`src/rtl/cache_pkg.sv`:
```
// cache_pkg: shared FSM states, response codes and default parameters for the cache request master.
package cache_pkg;
  typedef enum logic [1:0] {IDLE, RD_WAIT, WR_SAMPLE, RESP} state_t;
  localparam logic [1:0] OKAY = 2'b00;
  localparam logic [1:0] SLVERR = 2'b10;
  localparam int DEF_ADDR_W = 20;
  localparam int DEF_DATA_W = 32;
  localparam int DEF_FIFO_DEPTH = 4;
  localparam int DEF_TIMEOUT = 64;
endpackage

```
`src/rtl/req_fifo.sv`:
```
// req_fifo: power-of-two depth command FIFO with async active-low pointer reset.
module req_fifo #(
  parameter int W = 8,
  parameter int DEPTH = 4
) (
  input  logic         clk,
  input  logic         rstn,
  input  logic         push,
  input  logic [W-1:0] din,
  output logic         full,
  input  logic         pop,
  output logic [W-1:0] dout,
  output logic         empty
);
  localparam int AW = $clog2(DEPTH);
  localparam logic [AW:0] ONE = (AW+1)'(1);
  logic [W-1:0] mem [DEPTH];
  logic [AW:0] wr_ptr, rd_ptr;
  logic do_push, do_pop;
  // extra pointer bit distinguishes full from empty when the indices match
  assign empty = wr_ptr == rd_ptr;
  assign full = (wr_ptr ^ rd_ptr) == {1'b1, {AW{1'b0}}};
  assign do_push = push && !full;
  assign do_pop = pop && !empty;
  assign dout = mem[rd_ptr[AW-1:0]];
  always_ff @(posedge clk or negedge rstn)
    if (!rstn) begin
      wr_ptr <= '0;
      rd_ptr <= '0;
    end else begin
      if (do_push) wr_ptr <= wr_ptr + ONE;
      if (do_pop) rd_ptr <= rd_ptr + ONE;
    end
  always_ff @(posedge clk)
    if (do_push) mem[wr_ptr[AW-1:0]] <= din;
endmodule

```
`src/rtl/cache_req_master.sv`:
```
// cache_req_master: queues load/store commands and issues them one at a time to the L1,
// returning a single response per command with a read timeout.
module cache_req_master
  import cache_pkg::*;
#(
  parameter int ADDR_W = DEF_ADDR_W,
  parameter int DATA_W = DEF_DATA_W,
  parameter int FIFO_DEPTH = DEF_FIFO_DEPTH,
  parameter int TIMEOUT = DEF_TIMEOUT
) (
  input  logic              clk,
  input  logic              rstn,
  input  logic              cmd_valid,
  output logic              cmd_ready,
  input  logic              cmd_write,
  input  logic [ADDR_W-1:0] cmd_addr,
  input  logic [DATA_W-1:0] cmd_wdata,
  output logic [ADDR_W-1:0] data_addr,
  output logic [DATA_W-1:0] wdata,
  output logic              awvalid,
  output logic              wvalid,
  output logic              arvalid,
  input  logic              rvalid,
  input  logic [DATA_W-1:0] rdata,
  input  logic              r_hit,
  input  logic              w_hit,
  input  logic [1:0]        r_resp,
  input  logic [1:0]        w_resp,
  output logic              rsp_valid,
  input  logic              rsp_ready,
  output logic              rsp_write,
  output logic [DATA_W-1:0] rsp_data,
  output logic [1:0]        rsp_resp,
  output logic              rsp_hit,
  output logic              rsp_timeout
);
  localparam int FW = 1 + ADDR_W + DATA_W;
  localparam int CW = $clog2(TIMEOUT + 1);
  localparam logic [CW-1:0] LAST = CW'(TIMEOUT - 1);
  state_t state, nxt;
  logic [FW-1:0] head;
  logic full, empty, pop, rd_done, rd_expire;
  logic [CW-1:0] cnt;
  logic [ADDR_W-1:0] addr_q;
  logic [DATA_W-1:0] wdata_q;
  logic h_write;
  logic [ADDR_W-1:0] h_addr;
  logic [DATA_W-1:0] h_wdata;
  assign {h_write, h_addr, h_wdata} = head;
  assign cmd_ready = !full;
  req_fifo #(.W(FW), .DEPTH(FIFO_DEPTH)) u_fifo (
    .clk(clk),
    .rstn(rstn),
    .push(cmd_valid),
    .din({cmd_write, cmd_addr, cmd_wdata}),
    .full(full),
    .pop(pop),
    .dout(head),
    .empty(empty)
  );
  always_ff @(posedge clk or negedge rstn)
    if (!rstn) state <= IDLE;
    else state <= nxt;
  // strobe cycle drives the FIFO head directly; the registered copy holds it afterwards
  always_comb begin
    nxt = state;
    pop = 1'b0;
    arvalid = 1'b0;
    awvalid = 1'b0;
    wvalid = 1'b0;
    rd_done = state == RD_WAIT && rvalid;
    rd_expire = state == RD_WAIT && !rvalid && cnt == LAST;
    rsp_valid = state == RESP;
    case (state)
      IDLE: if (!empty) begin
        pop = 1'b1;
        arvalid = !h_write;
        awvalid = h_write;
        wvalid = h_write;
        nxt = h_write ? WR_SAMPLE : RD_WAIT;
      end
      RD_WAIT: nxt = (rd_done || rd_expire) ? RESP : RD_WAIT;
      WR_SAMPLE: nxt = RESP;
      RESP: nxt = rsp_ready ? IDLE : RESP;
      default: nxt = IDLE;
    endcase
    data_addr = pop ? h_addr : addr_q;
    wdata = pop ? h_wdata : wdata_q;
  end
  always_ff @(posedge clk or negedge rstn)
    if (!rstn) begin
      cnt <= '0;
      addr_q <= '0;
      wdata_q <= '0;
      rsp_write <= 1'b0;
      rsp_data <= '0;
      rsp_resp <= OKAY;
      rsp_hit <= 1'b0;
      rsp_timeout <= 1'b0;
    end else begin
      cnt <= (state == RD_WAIT) ? cnt + CW'(1) : '0;
      if (pop) begin
        addr_q <= h_addr;
        wdata_q <= h_wdata;
      end
      if (state == WR_SAMPLE) begin
        rsp_write <= 1'b1;
        rsp_data <= '0;
        rsp_resp <= w_resp;
        rsp_hit <= w_hit;
        rsp_timeout <= 1'b0;
      end else if (rd_done) begin
        rsp_write <= 1'b0;
        rsp_data <= rdata;
        rsp_resp <= r_resp;
        rsp_hit <= r_hit;
        rsp_timeout <= 1'b0;
      end else if (rd_expire) begin
        rsp_write <= 1'b0;
        rsp_data <= '0;
        rsp_resp <= SLVERR;
        rsp_hit <= 1'b0;
        rsp_timeout <= 1'b1;
      end
    end
endmodule

```
`config.mk`:
```
export PLATFORM = sky130hd
export DESIGN_NAME = cache_req_master
export DESIGN_NICKNAME = d
export VERILOG_FILES = /design/src/rtl/cache_pkg.sv /design/src/rtl/req_fifo.sv /design/src/rtl/cache_req_master.sv
export SDC_FILE = /design/constraint.sdc
export NUM_CORES = 1
export LEC_CHECK = 0
export CAP_MARGIN = 20
export CORE_MARGIN = 1
export CORE_UTILIZATION = 48
export CTS_CLUSTER_SIZE = 12
export DETAILED_ROUTE_END_ITERATION = 8
export GPL_ROUTABILITY_DRIVEN = 1
export GPL_TIMING_DRIVEN = 0
export PLACE_DENSITY_LB_ADDON = 0.12
export SYNTH_ARGS = -nofsm -noshare
export SYNTH_HDL_FRONTEND = slang
export SYNTH_SLANG_ARGS = --single-unit
export TNS_END_PERCENT = 100
```
`constraint.sdc`:
```
create_clock -name clk -period 4.4 [get_ports clk]
set_input_delay 0.88 -clock clk [delete_from_list [all_inputs] [get_ports clk]]
set_output_delay 0.88 -clock clk [all_outputs]
set_load 0.03 [all_outputs]
```
# --- Word level (Yosys, flattened, before mapping) ---
# Memories as Yosys holds them, arrays and structs flattened.
# Cells that the tools add are included.
# W data, S select, Z words.
totals:
  ff_bits: 104
  latch_bits: 0
  ram_bits: 212
  mem_bits_ro: 0
  input_bits: 96
  output_inout_bits: 94
  word_cells: 65
  mem_count: 1
mem_list:
  columns: ["name", "words", "word_bits", "read_ports", "rd_clocked_by_memory_dff", "write_ports", "line", "source"]
  rows:
  - ["u_fifo.mem", 4, 53, 1, 0, 1, "req_fifo.sv:17", "logic [W-1:0] mem [DEPTH];"]
classes:
  add_sub_neg: 3
  n_mul: 0
  div_mod_pow: 0
  order_cmp: 0
  eq_ne: 7
  shift: 0
  mux: 30
  n_bitwise: 1
  n_reduce_logical: 12
op_table:
  columns: ["cell", "count"]
  rows:
  - ["$mux W32", 4]
  - ["$mux W20", 1]
  - ["$mux W1", 16]
  - ["$mux W2", 7]
  - ["$pmux W2 S4", 1]
  - ["$add A7 B1 Y7 const B", 1]
  - ["$eq A7 B6 Y1 const B", 1]
  - ["$mux W7", 1]
  - ["$add A3 B1 Y3 const B", 2]
  - ["$logic_and A1 B1 Y1", 5]
  - ["$eq A2 B2 Y1 const B", 2]
  - ["$logic_not A1 Y1", 4]
  - ["$eq A3 B3 Y1", 1]
  - ["$eq A3 B3 Y1 const B", 1]
  - ["$reduce_bool A3 Y1", 1]
  - ["$xor A3 B3 Y3", 1]
  - ["$eq A2 B1 Y1 const B", 1]
  - ["$logic_not A2 Y1", 1]
  - ["$ne A2 B2 Y1 const B", 1]
  - ["$logic_or A1 B1 Y1", 1]

# --- Logic depth before layout (Yosys ltp) ---
# Gate-level depths: netlist (run 1).
depth:
  depth_word: 6
  depth_mapped: 6
  depth_no_buf: 4

# --- Modules after synthesis ---
# Synthesis (run 1) repeated with hierarchy kept, for this count alone.
hier_totals:
  cells_unflattened: 617
  area_unflattened_um2: 12101.6
modules_own_cells:
  columns: ["module", "n_inst", "cells_each", "area_per_inst_um2", "seq_area_each_um2"]
  rows:
  - ["req_fifo", 1, 325, 8132.8, 6516.2]
  - ["cache_req_master", 1, 292, 3968.8, 2452.4]

# --- Worst setup path after synthesis (run 1) ---
# Ideal clock, no wire load.
synth_path:
  kind: "flip-flop to flip-flop"
  from: "register u_fifo.rd_ptr[1]"
  to: "memory u_fifo.mem[3][0] (netlist bit) (enable)"
  setup_ps: 499
  t_arrival_ps: 3730
  t_required_ps: 3901
  slack_ps: 171
  path_stages_with_launch: 4
  path_buffers: 1
  period_less_slack_ps: 4229
  path_cell_list: "dfrtp_1 -> buf_2 -> xnor2_1 -> a31oi_1"
synth_via:
  elab_chain_len: 6
synth_lines:
  columns: ["item", "line", "source"]
  rows:
  - ["start, declared", "req_fifo.sv:18", "logic [AW:0] wr_ptr, rd_ptr;"]
  - ["start signal, assigned", "req_fifo.sv:32", "if (do_pop) rd_ptr <= rd_ptr + ONE;"]
  - ["$xor A3 B3 Y3", "req_fifo.sv:22", "assign full = (wr_ptr ^ rd_ptr) == {1'b1, {AW{1'b0}}};"]
  - ["$eq A3 B3 Y1", "req_fifo.sv:22", null]
  - ["$logic_not A1 Y1", "req_fifo.sv:23", "assign do_push = push && !full;"]
  - ["$logic_and A1 B1 Y1", "req_fifo.sv:23", null]
  - ["$mux W1", "req_fifo.sv:35", "if (do_push) mem[wr_ptr[AW-1:0]] <= din;"]
  - ["$mux W1 (implied by the code)", "req_fifo.sv:35", null]
  - ["end, declared", "req_fifo.sv:17", null]
# Every way passes these cells.

# --- Final worst setup path (run 1) ---
layout_path:
  from: "register u_fifo.rd_ptr[1]"
  to: "output wdata[23]"
layout_via:
  elab_chain_len: 4
  elab_cells_between_ends: 5
  classes_between: "eq/ne (1); mux (3); memory (1)"
layout_lines:
  columns: ["item", "line", "source"]
  rows:
  - ["$eq A3 B3 Y1", "req_fifo.sv:21", "assign empty = wr_ptr == rd_ptr;"]
  - ["$mux W1", "cache_req_master.sv:75", "IDLE: if (!empty) begin"]
  - ["$mux W1", "cache_req_master.sv:74", "case (state)"]
  - ["$mux W32 *", null, null]
  - ["end, declared", "cache_req_master.sv:19", "output logic [DATA_W-1:0] wdata,"]
# Every way passes the cells marked *; elsewhere a longest branch is shown, timed or not.

==> summary.md, run 1 <==
| Metric | Value |
|---|---|
| Status | `finished, final reports clean` |
| Syn_nets | `664` |
| CTS Buffer Depth | `3` |
| VDD IR-drop max | `0.000574 V` |
| Largest family of logic cells by synthesized area | `multiplexers` |
| CTS Buf Count | `35` |
| Final Power | `0.0120 W` |
| CTS root buf | `clkbuf_16` |
| Seq cells post-synth | `about 320` |
| Worst Skew | `0.0117 ns` |
| Postcts setup bufs | `0` |
| Area grow syn2layout | `29.1%` |
| CTS sink cnt | `316` |
| Final period util | `about nine tenths` |
| CP Capture Type | `output pin` |
| Max-slew headroom | `40.9%` |
| Routed via count | `around 6000` |
| CP required | `~3.5 ns` |
| Mux contribution to synthesized area | `16.1%` |
| Via density | `5.25` |
| Synth Cell Area | `0.0119 sq mm` |
| Core ar. | `0.0243 sq mm` |
| Syn_area_per_cell | `21.1 sq um` |
| Vias in the first global route | `6540` |
| DP HPWL | `14100 microns` |
| Synth warnings | `0` |
| Gr usage total | `19.0%` |
| Nets | `893` |
| Adder-cell share of the synthesized area | `0.632%` |
| Seq/Total Area, Yosys | `75.5%` |
| Most common cell after layout, fill and taps aside | `edfxtp_1` |
| Tightest Pin Transition | `0.886 ns` |
| H-tree depth | `2` |
| Crit-path cells | `buf_2 > clkbuf_1 > mux4_2 > mux2_1 > clkdlybuf4s50_1` |
| Setup ws final | `0.400 ns` |
| Largest net degree at the start of global routing | `80` |
| PortBufs | `between 150 and 200` |
| Clock period minus worst slack | `about 4.0 ns` |
| WP data arrival | `3.12 ns` |
| Die area | `0.0254 sq mm` |
| CP bufs+invs | `3` |
| Hold_buf cts | `0` |
| Crit path max fanout | `10` |
| Post_cts resized | `0` |
| Routed len/inst | `20.4 microns` |
| Post-route ant nets | `0` |
| Startpoint Class | `flip-flop` |
| Compound-cell area share of the yosys netlist | `under 10%` |
| Worst path max stage delay | `between 0.6 and 0.7 ns` |
| WL final | `around 23000 microns` |
| RSZ-0062 raised after global routing | `false` |
| Most frequent cells in the layout | `212 x edfxtp_1, 188 x clkdlybuf4s50_1, 104 x dfrtp_1` |
| Final setup violation count | `0` |
| Dpl ws | `0.864 ns` |
| Max-Cap Viols | `0` |
| Die Span Y | `between 150 and 200 microns` |
| Delay-heaviest family, CP | `buffers and inverters` |
| Slowest cell on crit path | `clkdlybuf4s50_1` |
| RePlAce Congestion | `0.918` |
| IO Count | `between 150 and 200` |
| Max Freq | `250 MHz` |
| Die Width | `159 microns` |
| Fin. max-slew vios | `0` |
| First-pass GRT wire length | `36800 microns` |
| Initial antenna violation count | `0` |
| Leakage power | `5.61 nW` |
| Initial Utilization | `between 40% and 50%` |
| Setup Crit Path Kind | `flip-flop to output pin` |
| Row cnt | `57` |
| Synth unique cells | `41` |
| Worst-path clk slew | `0.05 ns` |
| Worst Hold Class | `input port to async pin` |
| Post-Synth XOR/XNOR Area | `0.958%` |
| # diodes | `0` |
| CTS tree | `yes` |
| Share of cells above drive strength 1 | `a little over a fifth` |
| Total power per unit cell area | `781 mW/mm^2` |
| Post-Synth Simple-Gate Area | `1.59%` |
| DR pass1 iterations | `4` |
| DRC Markers | `0` |
| 1st-iter DRT viols | `306` |
| Hold Fails Final Rpt | `0` |
| Cells after Synth | `562` |
| Global-route congestion overflow total | `0` |
| Clk Latency, worst-skew pair | `0.50 ns` |
metrics by stage:
step                area (sq um)  hold WS (ns)  utilization, %  setup TNS, ns  instances
global placement           14200         0.465            58.3        -376.31       1075
finish                     15300         0.269            63.1              0       1136
CTS                        15300         0.264            63.1              0       1136
detailed placement         14300         0.470            58.7              0       1078
floorplan                  11900         0.455               -              0        562
global route               15300         0.273            63.1              0       1136
final timing paths:
path	from	end	slack, ns	depth (start not counted)
setup / recovery	u_fifo.rd_ptr[1]	wdata[23]	0.40	5
hold / removal	rstn	wdata_q[24]	0.27	1
setup reg to reg	u_fifo.rd_ptr[0]	u_fifo.mem[3][49]	2.06	5
hold reg to reg	rsp_write	rsp_write	0.48	1
max in group asynchronous	rstn	wdata_q[19]	3.42	2
min in group clk	rsp_write	rsp_write	0.48	1
kinds of logic after synthesis:
family	count (synthesis)
simple gates	34
fa+ha+maj	6
buf+inv	32
mux	107
flops	316
xor+xnor	13
compound gates	54
routing by layer:
| metal | wire (microns) | vias to the layer above | global-route usage, % |
|---|---|---|---|
| met5 | 0 | - | 0 |
| met4 | 344 | 0 | 4.28 |
| met3 | 1560 | 32 | 5.31 |
| met2 | 11300 | 193 | 32.2 |
| met1 | 9930 | 3026 | 24.5 |
| li1 | - | 2709 | - |
cell type report:
cell class | instances | area, sq um
plain buffers | 27 | 163
clock buffers | 48 | 965
clock inverters | 10 | 103
fillers | 1698 | 8980
inverters | 5 | 18.8
multi-input cells | 214 | 2750
flip-flops and latches | 316 | 8970
well taps | 324 | 405
repair buffers | 192 | 1960
cells in the mapped netlist:
cell,number,share of area [%]
a211o_1,1,0.074
a211oi_2,1,0.11
a21o_1,1,0.063
a21oi_1,3,0.13
a22o_1,32,2.4
a22oi_1,4,0.25
a31o_2,1,0.074
a31oi_1,1,0.053
a32o_1,1,0.084
and2_1,5,0.26
and3b_1,1,0.074
and4_1,1,0.074
and4bb_2,1,0.11
buf_1,1,0.032
buf_2,10,0.42
buf_4,3,0.19
buf_6,5,0.47
clkbuf_1,8,0.25
dfrtp_1,104,22
edfxtp_1,212,54
ha_1,6,0.63
inv_1,5,0.16
mux2_1,8,0.76
mux2_2,17,1.6
mux2_4,29,3.7
mux4_2,53,10
nand2_1,6,0.19
nand2b_1,3,0.16
nand3_1,4,0.17
nand3b_1,1,0.063
nor2_1,6,0.19
nor2b_1,3,0.16
nor3_1,1,0.042
o211ai_1,1,0.063
o21ai_0,4,0.17
o311a_1,1,0.084
o311ai_0,1,0.074
o31a_1,2,0.15
or3_1,2,0.11
xnor2_1,5,0.37
xor2_1,8,0.59
where the power goes:
part | switching [W] | internal [W] | total, W
sequential | 0.000280 | 0.00414 | 0.00442
clock | 0.00108 | 0.00164 | 0.00272
combinational | 0.00263 | 0.00221 | 0.00484
total | 0.00399 | 0.00799 | 0.0120
flip-flops by register name, summed over array words and instances, names as in the netlist:
| register | cells |
|---|---|
| state | 2 |
| wdata_q | 32 |
| u_fifo.wr_ptr | 3 |
| rsp_hit | 1 |
| u_fifo.rd_ptr | 3 |
| cnt | 7 |
| rsp_data | 32 |
| u_fifo.mem | 212 |
| rsp_write | 1 |
| rsp_resp | 2 |
| rsp_timeout | 1 |
| addr_q | 20 |
Note: power is estimated with default switching activity, not from simulation.
==> run 2: changes to the inputs <==
ABC_CLOCK_PERIOD_IN_PS = 4400   (was unset)
CORE_ASPECT_RATIO = 1.4   (was unset)
==> run 2 against run 1 <==
Design area down 0.99%. Via count up 1.4%. Combinational power about the same. Die area about the same. Cell count down 1.2%. Setup slack worse by 0.032 ns. Sequential share of layout area up 0.58 points. Global-route usage up 0.15 points.
==> summary.md, run 2 (synthesis gave the netlist of run 1 again) <==
| Metric | Value |
|---|---|
| Worst-path clk slew | `0.06 ns (about the same)` |
| Met3 Track Usage GR | `4.08% (-1.2 points)` |
| CTS root buf | `clkbuf_16` |
| Final period util | `91.6% (+0.73 points)` |
| Post-route ant nets | `0 (unchanged)` |
| Post-route insts no fill | `1122 (-1.2%)` |
| Initial Utilization | `49.2% (+0.36 points)` |
| Die area | `0.0254 sq mm (about the same)` |
| Max Freq | `248 MHz (-0.80%)` |
| Final setup violation count | `0 (unchanged)` |
| VDD IR-drop max | `0.000501 V (-13%)` |
| Most frequent cells in the layout | `212 x edfxtp_1, 188 x clkdlybuf4s50_1, 104 x dfrtp_1` |
| Gate power share | `41.5% (+1.1 points)` |
| Hold Fails Final Rpt | `0 (unchanged)` |
| DRC Markers | `0 (unchanged)` |
| Fin. max-slew vios | `0 (unchanged)` |
| PortBufs | `189 (unchanged)` |
| GR peak layer | `met2` |
| Final-layout fill cell count | `1704 (+0.35%)` |
| Nets | `889 (-0.45%)` |
| Die Width | `135 microns (-15%)` |
| IO Count | `190 (unchanged)` |
| Delay-heaviest family, CP | `buffers and inverters` |
| Worst path max stage delay | `0.63 ns (about the same)` |
| CTS tree | `yes` |
| Max-slew headroom | `40.9% (-0.062 points)` |
| WP data arrival | `3.15 ns (+0.03 ns)` |
| Post-DP Area | `0.0143 sq mm (-0.12%)` |
| Slowest cell on crit path | `clkbuf_1` |
| DP HPWL | `14600 microns (+3.5%)` |
| Total power per unit cell area | `770 mW/mm^2 (-1.4%)` |
| Startpoint Class | `flip-flop` |
| Initial antenna violation count | `0 (unchanged)` |
| H-tree depth | `1 (-1)` |
| Largest register FFs | `212 (unchanged)` |
| Core ar. | `0.0241 sq mm (-0.73%)` |
| Tightest Pin Transition | `0.887 ns (+0.000934 ns)` |
| Post_cts resized | `0 (unchanged)` |
| First-pass GRT wire length | `36600 microns (-0.58%)` |
| Leakage power | `5.53 nW (-1.4%)` |
| Clk Latency, worst-skew pair | `0.54 ns (+0.04 ns)` |
| Register share of total power | `37.8% (+0.9 points)` |
| Global-route congestion overflow total | `0 (unchanged)` |
| CTS Buf Count | `31 (-11%)` |
| Routed len/inst | `21.0 microns (+2.9%)` |
| Sw Share | `33.8% (+0.50 points)` |
| Max-Cap Viols | `0 (unchanged)` |
| Status | `finished, final reports clean` |
| Clock period minus worst slack | `4.03 ns (+0.0323 ns)` |
| Row cnt | `67 (+18%)` |
| CP required | `3.52 ns (about the same)` |
| Postcts setup bufs | `0 (unchanged)` |
| CP bufs+invs | `3 (unchanged)` |
| RSZ-0062 raised after global routing | `false` |
| Crit path max fanout | `10 (unchanged)` |
| Grt met2 use | `34.9% (+2.7 points)` |
| Hold_buf cts | `0 (unchanged)` |
| Share of cells above drive strength 1 | `20.4% (-1.2 points)` |
| Crit-path cells | `buf_2 > clkbuf_1 > mux4_2 > mux2_4 > clkdlybuf4s50_1` |
| Worst Hold Class | `input port to async pin` |
| Setup Crit Path Kind | `flip-flop to output pin` |
| Final instance area | `0.0152 sq mm (-0.99%)` |
| Clock network power share | `20.6% (-2.1 points)` |
| 1st-iter DRT viols | `277 (-9.5%)` |
| Met1 Use GR | `22.9% (-1.6 points)` |
| Cell count after placement | `1064 (-1.3%)` |
| # diodes | `0 (unchanged)` |
| Largest net degree at the start of global routing | `92 (+15%)` |
| Net Sw Power | `0.00395 W (-0.91%)` |
| Pint | `0.00774 W (-3.1%)` |
| Most common cell after layout, fill and taps aside | `edfxtp_1` |
| CTS sink cnt | `316 (unchanged)` |
| CTS Buffer Depth | `3 (unchanged)` |
| DR pass1 iterations | `4 (unchanged)` |
| WL final | `23500 microns (+1.7%)` |
| CP Capture Type | `output pin` |
| Worst Skew | `0.0129 ns (+0.00117 ns)` |
| Area grow syn2layout | `27.8%` |
| RePlAce Congestion | `0.868 (-5.5%)` |
| Routed via count | `6042 (+1.4%)` |
| Vias in the first global route | `6661 (+1.9%)` |
| Die Span Y | `188 microns (+18%)` |
| Via density | `5.39 (+2.6%)` |
| Gr usage total | `19.1% (+0.15 points)` |
## run 2: worst paths after layout
check	startpoint	slack, ns	cells after the start	endpoint
worst max-delay path	u_fifo.rd_ptr[1]	0.37	5	wdata[13]
worst min-delay path	rstn	0.16	1	rsp_data[28]
worst max register to register	u_fifo.rd_ptr[0]	1.82	6	u_fifo.mem[3][35]
worst min register to register	rsp_write	0.48	1	rsp_write
max in group asynchronous	rstn	3.50	2	addr_q[11]
min in group clk	rsp_write	0.48	1	rsp_write
## run 2: layer usage
metal,vias to the layer above,part of all wire (%),wire [microns]
li1,2699,-,-
met1,3109,40,9350
met2,205,52,12300
met3,29,6.5,1520
met4,0,1.4,323
met5,-,0,0
## run 2: worst register-to-register path, cell delays in order, from the launching register on
cell and delay, ns:
dfrtp_1 0.38, buf_4 0.23, buf_4 0.28, xnor2_1 0.18, a31oi_4 0.73, buf_12 0.27, buf_12 0.20
## run 2: area by class of cell
type / count / area (sq um) / share of cell area (%)
Multi-Input combinational cell: 214 / 2750 / 18.1
Inverter: 5 / 18.8 / 0.124
Clock inverter: 3 / 17.5 / 0.115
Sequential cell: 316 / 8970 / 59.1
Tap cell: 310 / 388 / 2.55
Clock buffer: 55 / 916 / 6.03
Buffer: 27 / 163 / 1.07
Timing Repair Buffer: 192 / 1960 / 12.9
## run 2: through the flow
stage          setup TNS, ns  power, W  worst slack (ns)  hold WS (ns)  utilization, %
2_1_floorplan              0   0.00758             0.171         0.455               -
3_3_place_gp         -358.78   0.00929             -2.75         0.467            58.7
3_5_place_dp               0   0.00940             0.876         0.471            59.0
4_1_cts                    0    0.0119             0.287         0.137            62.9
5_1_grt                    0    0.0123             0.249         0.142            62.9
6_report                   0    0.0117             0.368         0.158            62.9
## run 2: power by group through the flow
| stage | sequential [W] | clock [W] | combinational [W] |
|---|---|---|---|
| after floorplan | 0.00472 | 0 | 0.00286 |
| after global placement | 0.00449 | 0 | 0.00480 |
| after detailed placement | 0.00449 | 0 | 0.00492 |
| after CTS | 0.00443 | 0.00247 | 0.00495 |
| after global routing | 0.00450 | 0.00258 | 0.00517 |
| final | 0.00442 | 0.00241 | 0.00486 |
==> run 3: changes to the inputs <==
ABC_CLOCK_PERIOD_IN_PS = 3530   (was 4400)
MAX_ROUTING_LAYER = met4   (was unset)
clock period = 3.53 ns   (was 4.4 ns; I/O delays follow)
==> run 3 against run 2 <==
Non-clock buffer count is 1 higher. Sequential share of layout area increased by 0.068 points. Critical path depth up 1. First-iteration DRC count is 15% lower. Count of clock-buffer cells in the layout stayed put. Clock skew grew 0.0038 ns. Utilization is 0.073 points lower. Setup slack lost 0.25 ns. Via count rose by 0.23%. Global-route usage up 0.90 points. Clock power increased by 22%. Largest cell class unchanged.
==> summary.md, run 3 (synthesis gave the netlist of run 1 again) <==
| Metric | Value |
|---|---|
| Largest register FFs | `212 (unchanged)` |
| Final Power | `0.0143 W (+22%)` |
| Final instance area | `0.0152 sq mm (-0.12%)` |
| Clock period minus worst slack | `around 3.4 ns` |
| DR pass1 iterations | `5 (+1)` |
| Total power per unit cell area | `941 mW/mm^2 (+22%)` |
| Die Span Y | `188 microns (unchanged)` |
| DP HPWL | `15100 microns (+3.1%)` |
| Area grow syn2layout | `27.7%` |
| Share of cells above drive strength 1 | `21.3% (+0.86 points)` |
| Worst-path clk slew | `0.06 ns (about the same)` |
| Final core utilization | `62.8% (-0.073 points)` |
| CTS Buffer Depth | `3 (unchanged)` |
| Post-route ant nets | `0 (unchanged)` |
| Critical path origin | `u_fifo.wr_ptr[2]` |
| Routed len/inst | `21.3 microns (+1.5%)` |
| CTS root buf | `clkbuf_16` |
| WP data arrival | `2.71 ns (-0.44 ns)` |
| RR Startpoint | `u_fifo.rd_ptr[0]` |
| CP required | `2.82 ns (-0.70 ns)` |
| Startpoint Class | `flip-flop` |
| Post-DP Area | `0.0143 sq mm (about the same)` |
| CP Capture Type | `output pin` |
| Nets | `890 (+0.11%)` |
| VDD IR-drop max | `0.000549 V (+9.5%)` |
| Max-Cap Viols | `0 (unchanged)` |
| WL final | `23800 microns (+1.5%)` |
| Most frequent cells in the layout | `212 x edfxtp_1, 133 x clkdlybuf4s50_1, 104 x dfrtp_1` |
| Initial Utilization | `49.2% (unchanged)` |
| Tightest Pin Transition | `0.925 ns (+0.0382 ns)` |
| CTS Buf Count | `31 (unchanged)` |
| Via density | `5.40 (+0.23%)` |
| Register area | `0.00897 sq mm (unchanged)` |
| Crit path max fanout | `10 (unchanged)` |
| Vias in the first global route | `6672 (+0.17%)` |
| Hold_buf cts | `0 (unchanged)` |
| Worst Hold Class | `input port to async pin` |
| Hold Fails Final Rpt | `0 (unchanged)` |
| Final period util | `96.7%` |
| CTS tree | `yes` |
| RePlAce Congestion | `0.827 (-4.7%)` |
| Leakage power | `5.67 nW (+2.6%)` |
| 1st-iter DRT viols | `235 (-15%)` |
| # diodes | `0 (unchanged)` |
| Die Width | `135 microns (unchanged)` |
| Worst Skew | `0.0167 ns (+0.00380 ns)` |
| IO Count | `190 (unchanged)` |
| Max-slew headroom | `38.3% (-2.6 points)` |
| First-pass GRT wire length | `37000 microns (+1.2%)` |
| Initial antenna violation count | `0 (unchanged)` |
| Max Freq | `293 MHz` |
| Core ar. | `0.0241 sq mm (unchanged)` |
| Routed via count | `6056 (+0.23%)` |
| DRC Markers | `0 (unchanged)` |
| Clk Latency, worst-skew pair | `0.54 ns (about the same)` |
| Global-route congestion overflow total | `0 (unchanged)` |
| H-tree depth | `1 (unchanged)` |
| Row cnt | `67 (unchanged)` |
| Worst r2r path cells | `5 (-1)` |
| Final-layout fill cell count | `1735 (+1.8%)` |
| FF-to-FF setup slack | `1.02 ns (-0.80 ns)` |
| Worst hold slack | `0.0617 ns (-0.0965 ns)` |
| Largest net degree at the start of global routing | `74 (-20%)` |
| Die area | `0.0254 sq mm (unchanged)` |
| Status | `finished, final reports clean` |
| Most common cell after layout, fill and taps aside | `edfxtp_1` |
| Setup Crit Path Kind | `flip-flop to output pin` |
| Final setup violation count | `0 (unchanged)` |
| Fin. max-slew vios | `0 (unchanged)` |
| Footprint of the multi-input gates | `0.00278 sq mm (+0.91%)` |
| Gr usage total | `20.0% (+0.90 points)` |
| CTS sink cnt | `316 (unchanged)` |
| PortBufs | `189 (unchanged)` |
| RSZ-0062 raised after global routing | `true` |
==> run 3: cell types whose count changed in the layout (fill, tap and decap cells not counted), moves of 3 or more <==
cell             before  now
clkbuf_2              0    4
xor2_2                0    3
buf_2                10    6
xor2_1                8    5
dlygate4sd2_1         0   51
buf_4                 3    6
clkdlybuf4s50_1     188  133
clkbuf_8              5    2
dlymetal6s2s_1        0    4
buf_6                 6    9
==> run 3: power breakdown <==
group	internal, W	total [W]	switching (W)
Combinational	0.00252	0.00580	0.00328
Clock	0.00168	0.00294	0.00126
Sequential	0.00515	0.00553	0.000378
==> run 3: per-layer routing <==
layer | track usage (%) | wire length [microns] | part of all wire [%] | vias to the layer above
met3 | 3.43 | 1240 | 5.2 | 25
met1 | 23.8 | 9480 | 40 | 3141
li1 | - | - | - | 2702
met5 | - | 0 | 0 | -
met2 | 35.7 | 12900 | 54 | 188
met4 | 3.80 | 231 | 0.97 | 0
==> run 3: cell type report <==
cell class | count | share of cell area, %
repair buffers | 193 | 12.7
plain buffers | 27 | 1.27
flip-flops and latches | 316 | 59.1
clock inverters | 2 | 0.0907
clock buffers | 55 | 5.84
inverters | 5 | 0.124
multi-input cells | 214 | 18.3
well taps | 310 | 2.56
==> run 3: path summary, 6_finish.rpt <==
| path | end |
|---|---|
| max | wdata[23] |
| min | wdata_q[29] |
| max reg2reg | u_fifo.mem[3][14] |
| min reg2reg | wdata_q[23] |
| max in group asynchronous | wdata_q[14] |
| min in group clk | wdata_q[23] |
==> run 3: repair_timing <==
item	4_1_cts	5_1_grt
endpoints found under the setup margin	55	21
gates cloned	0	0
endpoints found under the hold margin	0	0
resized for setup	64	8
pin swaps	0	1
buffers inserted	0	1
==> run 3: worst max-delay path, stage by stage (launching register included) <==
cell,delay [ns]
dfrtp_1,0.44
xor2_2,0.31
o31a_1,0.28
buf_6,0.20
buf_6,0.21
mux2_1,0.35
dlygate4sd2_1,0.37
==> run 3: per-stage QoR <==
stage / setup WS (ns) / cells / TNS, ns
after floorplan: 0.440 / 562 / 0
after global placement: -2.70 / 1061 / -464.51
after detailed placement: 0.198 / 1064 / 0
after CTS: 0.000226 / 1121 / 0
after global routing: -0.00620 / 1122 / -0.0131
final: 0.116 / 1122 / 0
